## src/rtl/lstm_seq_pkg.sv

```systemverilog
// Shared types and helpers for the LSTM layer sequencer.
package lstm_seq_pkg;

  localparam int DEF_ADDR_W = 12;

  typedef enum logic [2:0] {
    IDLE  = 3'd0,
    CLEAR = 3'd1,
    MAC   = 3'd2,
    DRAIN = 3'd3,
    WRITE = 3'd4,
    DONE  = 3'd5
  } seq_state_e;

  function automatic int max_int(input int a, input int b);
    return (a > b) ? a : b;
  endfunction

endpackage

```

## src/rtl/lstm_loop_cnt.sv

```systemverilog
// Loop counter 0..MAX-1 with two running bases (cnt*STRIDE_A, cnt*STRIDE_B),
// so loop-scaled addresses need no multiplier. Bases return to zero on wrap.
module lstm_loop_cnt
  import lstm_seq_pkg::*;
#(
  parameter int MAX      = 2,
  parameter int STRIDE_A = 1,
  parameter int STRIDE_B = 1,
  parameter int W        = DEF_ADDR_W
) (
  input  logic         clk,
  input  logic         rst,
  input  logic         clr,
  input  logic         inc,
  output logic [W-1:0] cnt,
  output logic [W-1:0] base_a,
  output logic [W-1:0] base_b,
  output logic         wrap
);

  localparam logic [W-1:0] LAST   = W'(MAX - 1);
  localparam logic [W-1:0] STEP_A = W'(STRIDE_A);
  localparam logic [W-1:0] STEP_B = W'(STRIDE_B);

  assign wrap = inc && (cnt == LAST);

  always_ff @(posedge clk) begin
    if (rst || clr) begin
      cnt    <= '0;
      base_a <= '0;
      base_b <= '0;
    end else if (inc) begin
      if (cnt == LAST) begin
        cnt    <= '0;
        base_a <= '0;
        base_b <= '0;
      end else begin
        cnt    <= cnt + W'(1);
        base_a <= base_a + STEP_A;
        base_b <= base_b + STEP_B;
      end
    end
  end

endmodule

```

## src/rtl/lstm_layer_seq.sv

```systemverilog
// Sequencer stepping one LSTM layer through TIMESTEP x N_CELL cells of K MACs.
// Optional LSTM_SEQ_PERF_EN adds a 32-bit cycle_cnt run-length counter.
module lstm_layer_seq
  import lstm_seq_pkg::*;
#(
  parameter int TIMESTEP = 7,
  parameter int N_IN     = 53,
  parameter int N_CELL   = 53,
  parameter int ADDR_W   = DEF_ADDR_W
) (
  input  logic              clk,
  input  logic              rst,
  input  logic              start,
  output logic              busy,
  output logic              done,
  output logic              acc_x,
  output logic              acc_h,
  output logic              acc_clr,
  output logic [ADDR_W-1:0] addr_x,
  output logic [ADDR_W-1:0] rd_addr_h,
  output logic [ADDR_W-1:0] rd_addr_w,
  output logic [ADDR_W-1:0] rd_addr_u,
  output logic [ADDR_W-1:0] rd_addr_b,
  output logic              wr_h,
  output logic              wr_c,
  output logic [ADDR_W-1:0] wr_addr_h,
  output logic [ADDR_W-1:0] wr_addr_c,
  output seq_state_e        state_dbg
`ifdef LSTM_SEQ_PERF_EN
  ,
  output logic [31:0]       cycle_cnt
`endif
);

  localparam int K = max_int(N_IN, N_CELL);
  localparam logic [ADDR_W-1:0] NIN_A    = ADDR_W'(N_IN);
  localparam logic [ADDR_W-1:0] NIN_M1   = ADDR_W'(N_IN - 1);
  localparam logic [ADDR_W-1:0] NCELL_A  = ADDR_W'(N_CELL);
  localparam logic [ADDR_W-1:0] NCELL_M1 = ADDR_W'(N_CELL - 1);

  if (((TIMESTEP + 1) * N_CELL > (2 ** ADDR_W)) || (TIMESTEP * N_IN > (2 ** ADDR_W))) begin : g_addr_chk
    $error("lstm_layer_seq: ADDR_W too narrow for TIMESTEP/N_IN/N_CELL");
  end

  seq_state_e        state, state_nx;
  logic              start_acc, inc_k, inc_j, inc_t;
  logic              wrap_k, wrap_j, wrap_t;
  logic [ADDR_W-1:0] k, j, j_nin, j_ncell, t_nin, t_ncell;
  logic [ADDR_W-1:0] k_base_a_unused, k_base_b_unused, t_cnt_unused;
  logic [ADDR_W-1:0] k_x, k_h, wr_addr_nx;

  assign start_acc = (state == IDLE) && start;
  assign inc_k     = (state == MAC);
  assign inc_j     = (state == WRITE);
  assign inc_t     = inc_j && wrap_j;

  lstm_loop_cnt #(.MAX(K), .STRIDE_A(0), .STRIDE_B(0), .W(ADDR_W)) u_k_cnt (
    .clk(clk), .rst(rst), .clr(start_acc), .inc(inc_k),
    .cnt(k), .base_a(k_base_a_unused), .base_b(k_base_b_unused), .wrap(wrap_k)
  );

  lstm_loop_cnt #(.MAX(N_CELL), .STRIDE_A(N_IN), .STRIDE_B(N_CELL), .W(ADDR_W)) u_j_cnt (
    .clk(clk), .rst(rst), .clr(start_acc), .inc(inc_j),
    .cnt(j), .base_a(j_nin), .base_b(j_ncell), .wrap(wrap_j)
  );

  lstm_loop_cnt #(.MAX(TIMESTEP), .STRIDE_A(N_IN), .STRIDE_B(N_CELL), .W(ADDR_W)) u_t_cnt (
    .clk(clk), .rst(rst), .clr(start_acc), .inc(inc_t),
    .cnt(t_cnt_unused), .base_a(t_nin), .base_b(t_ncell), .wrap(wrap_t)
  );

  // Once a path's index runs past its length the address parks on the last element.
  assign k_x        = (k < NIN_A) ? k : NIN_M1;
  assign k_h        = (k < NCELL_A) ? k : NCELL_M1;
  assign wr_addr_nx = t_ncell + NCELL_A + j;

  always_ff @(posedge clk) begin
    if (rst) state <= IDLE;
    else     state <= state_nx;
  end

  always_comb begin
    state_nx = state;
    case (state)
      IDLE:    if (start) state_nx = CLEAR;
      CLEAR:   state_nx = MAC;
      MAC:     if (wrap_k) state_nx = DRAIN;
      DRAIN:   state_nx = WRITE;
      WRITE:   state_nx = (wrap_j && wrap_t) ? DONE : CLEAR;
      DONE:    state_nx = IDLE;
      default: state_nx = IDLE;
    endcase
  end

  assign state_dbg = state;

  // Strobes and addresses are registered from the current state, one cycle behind it.
  always_ff @(posedge clk) begin
    if (rst) begin
      busy      <= 1'b0;
      done      <= 1'b0;
      acc_x     <= 1'b0;
      acc_h     <= 1'b0;
      acc_clr   <= 1'b0;
      wr_h      <= 1'b0;
      wr_c      <= 1'b0;
      addr_x    <= '0;
      rd_addr_h <= '0;
      rd_addr_w <= '0;
      rd_addr_u <= '0;
      rd_addr_b <= '0;
      wr_addr_h <= '0;
      wr_addr_c <= '0;
    end else begin
      busy    <= (state != IDLE) && (state != DONE);
      done    <= (state == DONE);
      acc_clr <= (state == CLEAR);
      acc_x   <= (state == MAC) && (k < NIN_A);
      acc_h   <= (state == MAC) && (k < NCELL_A);
      wr_h    <= (state == WRITE);
      wr_c    <= (state == WRITE);
      if (state == CLEAR) rd_addr_b <= j;
      if (state == MAC) begin
        addr_x    <= t_nin + k_x;
        rd_addr_w <= j_nin + k_x;
        rd_addr_u <= j_ncell + k_h;
        rd_addr_h <= t_ncell + k_h;
      end
      if (state == WRITE) begin
        wr_addr_h <= wr_addr_nx;
        wr_addr_c <= wr_addr_nx;
      end
    end
  end

`ifdef LSTM_SEQ_PERF_EN
  always_ff @(posedge clk) begin
    if (rst || start_acc)  cycle_cnt <= '0;
    else if (state != IDLE) cycle_cnt <= cycle_cnt + 32'd1;
  end
`endif

endmodule
```

## config.mk

```make
export PLATFORM = sky130hd
export DESIGN_NAME = lstm_layer_seq
export DESIGN_NICKNAME = d
export VERILOG_FILES = /design/src/rtl/lstm_seq_pkg.sv /design/src/rtl/lstm_loop_cnt.sv /design/src/rtl/lstm_layer_seq.sv
export SDC_FILE = /design/constraint.sdc
export NUM_CORES = 1
export LEC_CHECK = 0
export BUFFER_PORTS_ARGS = -buffer_cell sky130_fd_sc_hd__buf_2
export CAP_MARGIN = 15
export CORE_MARGIN = 2
export CORE_UTILIZATION = 60
export DETAILED_ROUTE_END_ITERATION = 6
export MAX_ROUTING_LAYER = met4
export PLACE_DENSITY = 0.9
export SETUP_SLACK_MARGIN = 0.02
export SLEW_MARGIN = 0
export SYNTH_ARGS = -nofsm -noshare
export SYNTH_HDL_FRONTEND = slang
export SYNTH_HIERARCHICAL = 1
export SYNTH_SLANG_ARGS = --single-unit
```

## constraint.sdc

```tcl
create_clock -name clk -period 3.18 [get_ports clk]
set_input_delay 0 -clock clk [delete_from_list [all_inputs] [get_ports clk]]
set_output_delay 0 -clock clk [all_outputs]
set_load 0.05 [all_outputs]
```

==> impl_metrics.env <==
export IMPL_grt_use_total_pct=28.40
export IMPL_synth_warnings=6
export IMPL_period_minus_slack_ns=3.056
export IMPL_design_core_area_sq_um=15150
export IMPL_cts_htree_levels=4
export IMPL_worstPathMaxFanout=6
export IMPL_die_y_um=128.2
export IMPL_first_global_vias=7693
export IMPL_initial_core_util_pct=61.13
export IMPL_p_int_mw=3.281
export IMPL_io_pins=97
export IMPL_crit_path_end_kind="flip-flop"
export IMPL_cap_violations=0
export IMPL_critPathKind="flip-flop to flip-flop"
export IMPL_reg2reg_to="addr_x[9]"
export IMPL_rrSetupSlack_ns=0.12
export IMPL_dieArea_sq_um=16440
export IMPL_cts_buffers=17
export IMPL_syn_area_sq_um=9259
export IMPL_min_to="state_dbg[2]"
export IMPL_worstPathRequired_ns=3.51
export IMPL_wl_um=22540
export IMPL_slew_violations=0
export IMPL_setup_viol=0
export IMPL_fin_crit_sh_pct=96.09
export IMPL_comb_power_share_pct=7.0
export IMPL_rows=45
export IMPL_fin_worst_skew_ns=0.005997
export IMPL_clk_pin_slew_ns=0.07
export IMPL_p_sw_share_pct=25.73
export IMPL_reg2regPathDepth=11
export IMPL_crit_arrival_ns=3.38
export IMPL_p_leak_nw=4.615
export IMPL_antenna_left=0
export IMPL_antenna_found_initial=1
export IMPL_die_x_um=128.2
export IMPL_first_pass_iters=6
export IMPL_dpl_cell_area_sq_um=9848
export IMPL_outcome="completed"
export IMPL_areaGrowthSynthToFinish_pct=13.19
export IMPL_root_buffer="clkbuf_16"
export IMPL_grt_start_max_net_pins=50
export IMPL_num_vias=8099
export IMPL_r2r_start="u_k_cnt/cnt[6]"
export IMPL_cts_tree="built"
export IMPL_clk_latency_ns=0.44
export IMPL_drc_errors=0
export IMPL_hold_viol=0
export IMPL_avgSynthCellArea_sq_um=8.677
export IMPL_tightest_slew_ns=1.021
export IMPL_holdWs_ns=0.03647
export IMPL_critPathLaunchType="flip-flop"
export IMPL_rsz0062_at_grt="true"
export IMPL_cts_max_path_buffers=2
export IMPL_fin_area_sq_um=10480
export IMPL_synthCells=1067
export IMPL_cts_sinks=164
export IMPL_grt_overflow=0
export IMPL_p_per_area_nw_per_um2=421.5
export IMPL_hold_buffers=0
export IMPL_grt_pass1_wl_um=36530
export IMPL_slew_headroom_pct=31.96
export IMPL_wl_per_cell_um=16.43
export IMPL_ir_drop_uv=400.5
export IMPL_viasPerCell=5.903
export IMPL_hold_path_startpoint="start"
export IMPL_hold_path_class="primary input to flip-flop"
export IMPL_drt_initial_drc_count=722
export IMPL_fin_nets=1253
export IMPL_seqPwrFrac_pct=47.5
export IMPL_layout_drive_gt1_share_pct=15.64
export IMPL_worstHoldPathCells=4
export IMPL_hpwl_um=15720
export IMPL_gp_congestion=0.9470
export IMPL_portBuffers=96
export IMPL_fmax_mhz=327.3
export IMPL_clockPowerShare_pct=45.5
export IMPL_power_switching_mw=1.137
## flip-flops by register name, summed over array words and instances, names as in the netlist
name,cells
u_k_cnt/cnt,12
busy,1
u_t_cnt/base_b,12
rd_addr_h,12
acc_clr,1
rd_addr_w,12
rd_addr_b,12
u_j_cnt/base_b,12
addr_x,12
rd_addr_u,12
u_j_cnt/base_a,12
wr_addr_h,12
u_t_cnt/base_a,12
u_t_cnt/cnt,12
u_j_cnt/cnt,12
state_dbg,3
done,1
acc_h,1
wr_c,1
## final cells by class
type                            instances  area (sq um)
Multi-Input combinational cell        835          5608
Timing Repair Buffer                  118         645.6
Tap cell                              188         235.2
Antenna cell                            1         2.502
Inverter                               34         127.6
Sequential cell                       164          3284
Clock buffer                           19         452.9
Fill cell                            1130          4666
Clock inverter                         13         123.9
## per-layer routing
| metal | share of wire [%] | track usage, % | wire (um) | vias up |
|---|---|---|---|---|
| li1 | - | - | - | 3954 |
| met1 | 44 | 35.21 | 9922 | 3831 |
| met2 | 48 | 45.87 | 10730 | 255 |
| met3 | 5.6 | 5.217 | 1263 | 59 |
| met4 | 2.8 | 11.38 | 624 | 0 |
| met5 | 0 | - | 0 | - |
## power by group through the flow
stage               clock network, mW  registers, mW  logic (mW)
floorplan                           0           2.21       0.175
global placement                    0           2.14       0.299
detailed placement                  0           2.14       0.304
CTS                              2.03           2.10       0.306
global route                     2.11           2.10       0.331
finish                           2.01           2.10       0.309
## worst max path at each step
stage | start | endpoint | slack (ns) | cells past startpoint
detailed placement | u_k_cnt/cnt[6] | rd_addr_h[11] | 0.03 | 11
CTS | u_k_cnt/cnt[6] | addr_x[9] | 0.06 | 11
global route | u_k_cnt/cnt[6] | addr_x[9] | -0.04 | 11
floorplan | state_dbg[1] | u_t_cnt/base_b[3] | 0.27 | 13
finish | u_k_cnt/cnt[6] | addr_x[9] | 0.12 | 11
global placement | u_k_cnt/cnt[6] | rd_addr_u[11] | 0.18 | 12
## layout by cell type, fill, tap and decap left out, types with 4 or more instances in the layout
| cell | count |
|---|---|
| or4_1 | 9 |
| inv_1 | 33 |
| o2111ai_1 | 4 |
| and2_1 | 8 |
| ha_1 | 75 |
| nor3_1 | 13 |
| conb_1 | 20 |
| buf_2 | 96 |
| a31oi_1 | 7 |
| fa_1 | 5 |
| and3_1 | 8 |
| nor2b_1 | 11 |
| mux2i_1 | 8 |
| a211oi_1 | 23 |
| a22o_1 | 18 |
| o31ai_1 | 9 |
| o21a_1 | 11 |
| nand2b_1 | 7 |
| nor2_1 | 116 |
| a211o_1 | 5 |
| a21o_1 | 21 |
| nand3_1 | 19 |
| a21oi_1 | 86 |
| nand4_1 | 15 |
| dfxtp_1 | 163 |
| or3_1 | 12 |
| inv_6 | 4 |
| or2_2 | 11 |
| o21ai_1 | 7 |
| and4_1 | 7 |
| o21ai_0 | 28 |
| xnor2_1 | 61 |
| clkbuf_16 | 17 |
| nand2_1 | 108 |
| xor2_1 | 45 |
| buf_4 | 22 |
| nor4b_1 | 7 |
## stage by stage
stage | util [%] | setup TNS, ns | power (mW) | setup WS, ns | std cells
after floorplan | - | 0 | 2.389 | 0.2671 | 1086
after global placement | 65.02 | 0 | 2.440 | 0.1840 | 1338
after detailed placement | 65.02 | 0 | 2.445 | 0.02743 | 1338
after CTS | 68.87 | 0 | 4.428 | 0.06042 | 1370
after global routing | 69.19 | -0.08370 | 4.543 | -0.04463 | 1372
final | 69.19 | 0 | 4.418 | 0.1243 | 1372
## timing repair
action,CTS,global route
setup endpoints to repair,4,17
resized for setup,1,14
buffers inserted,0,1
## critical path, stage by stage (launching register included)
cell and delay, ns:
dfxtp_1 0.36, nor4_2 0.31, nand2_1 0.13, a31oi_2 0.22
nand2b_1 0.18, ha_1 0.40, and3_1 0.24, a221oi_2 0.32
o21ai_1 0.15, a31o_2 0.29, xor2_1 0.14, a22o_1 0.20
Power figures use the tool's default switching activity.
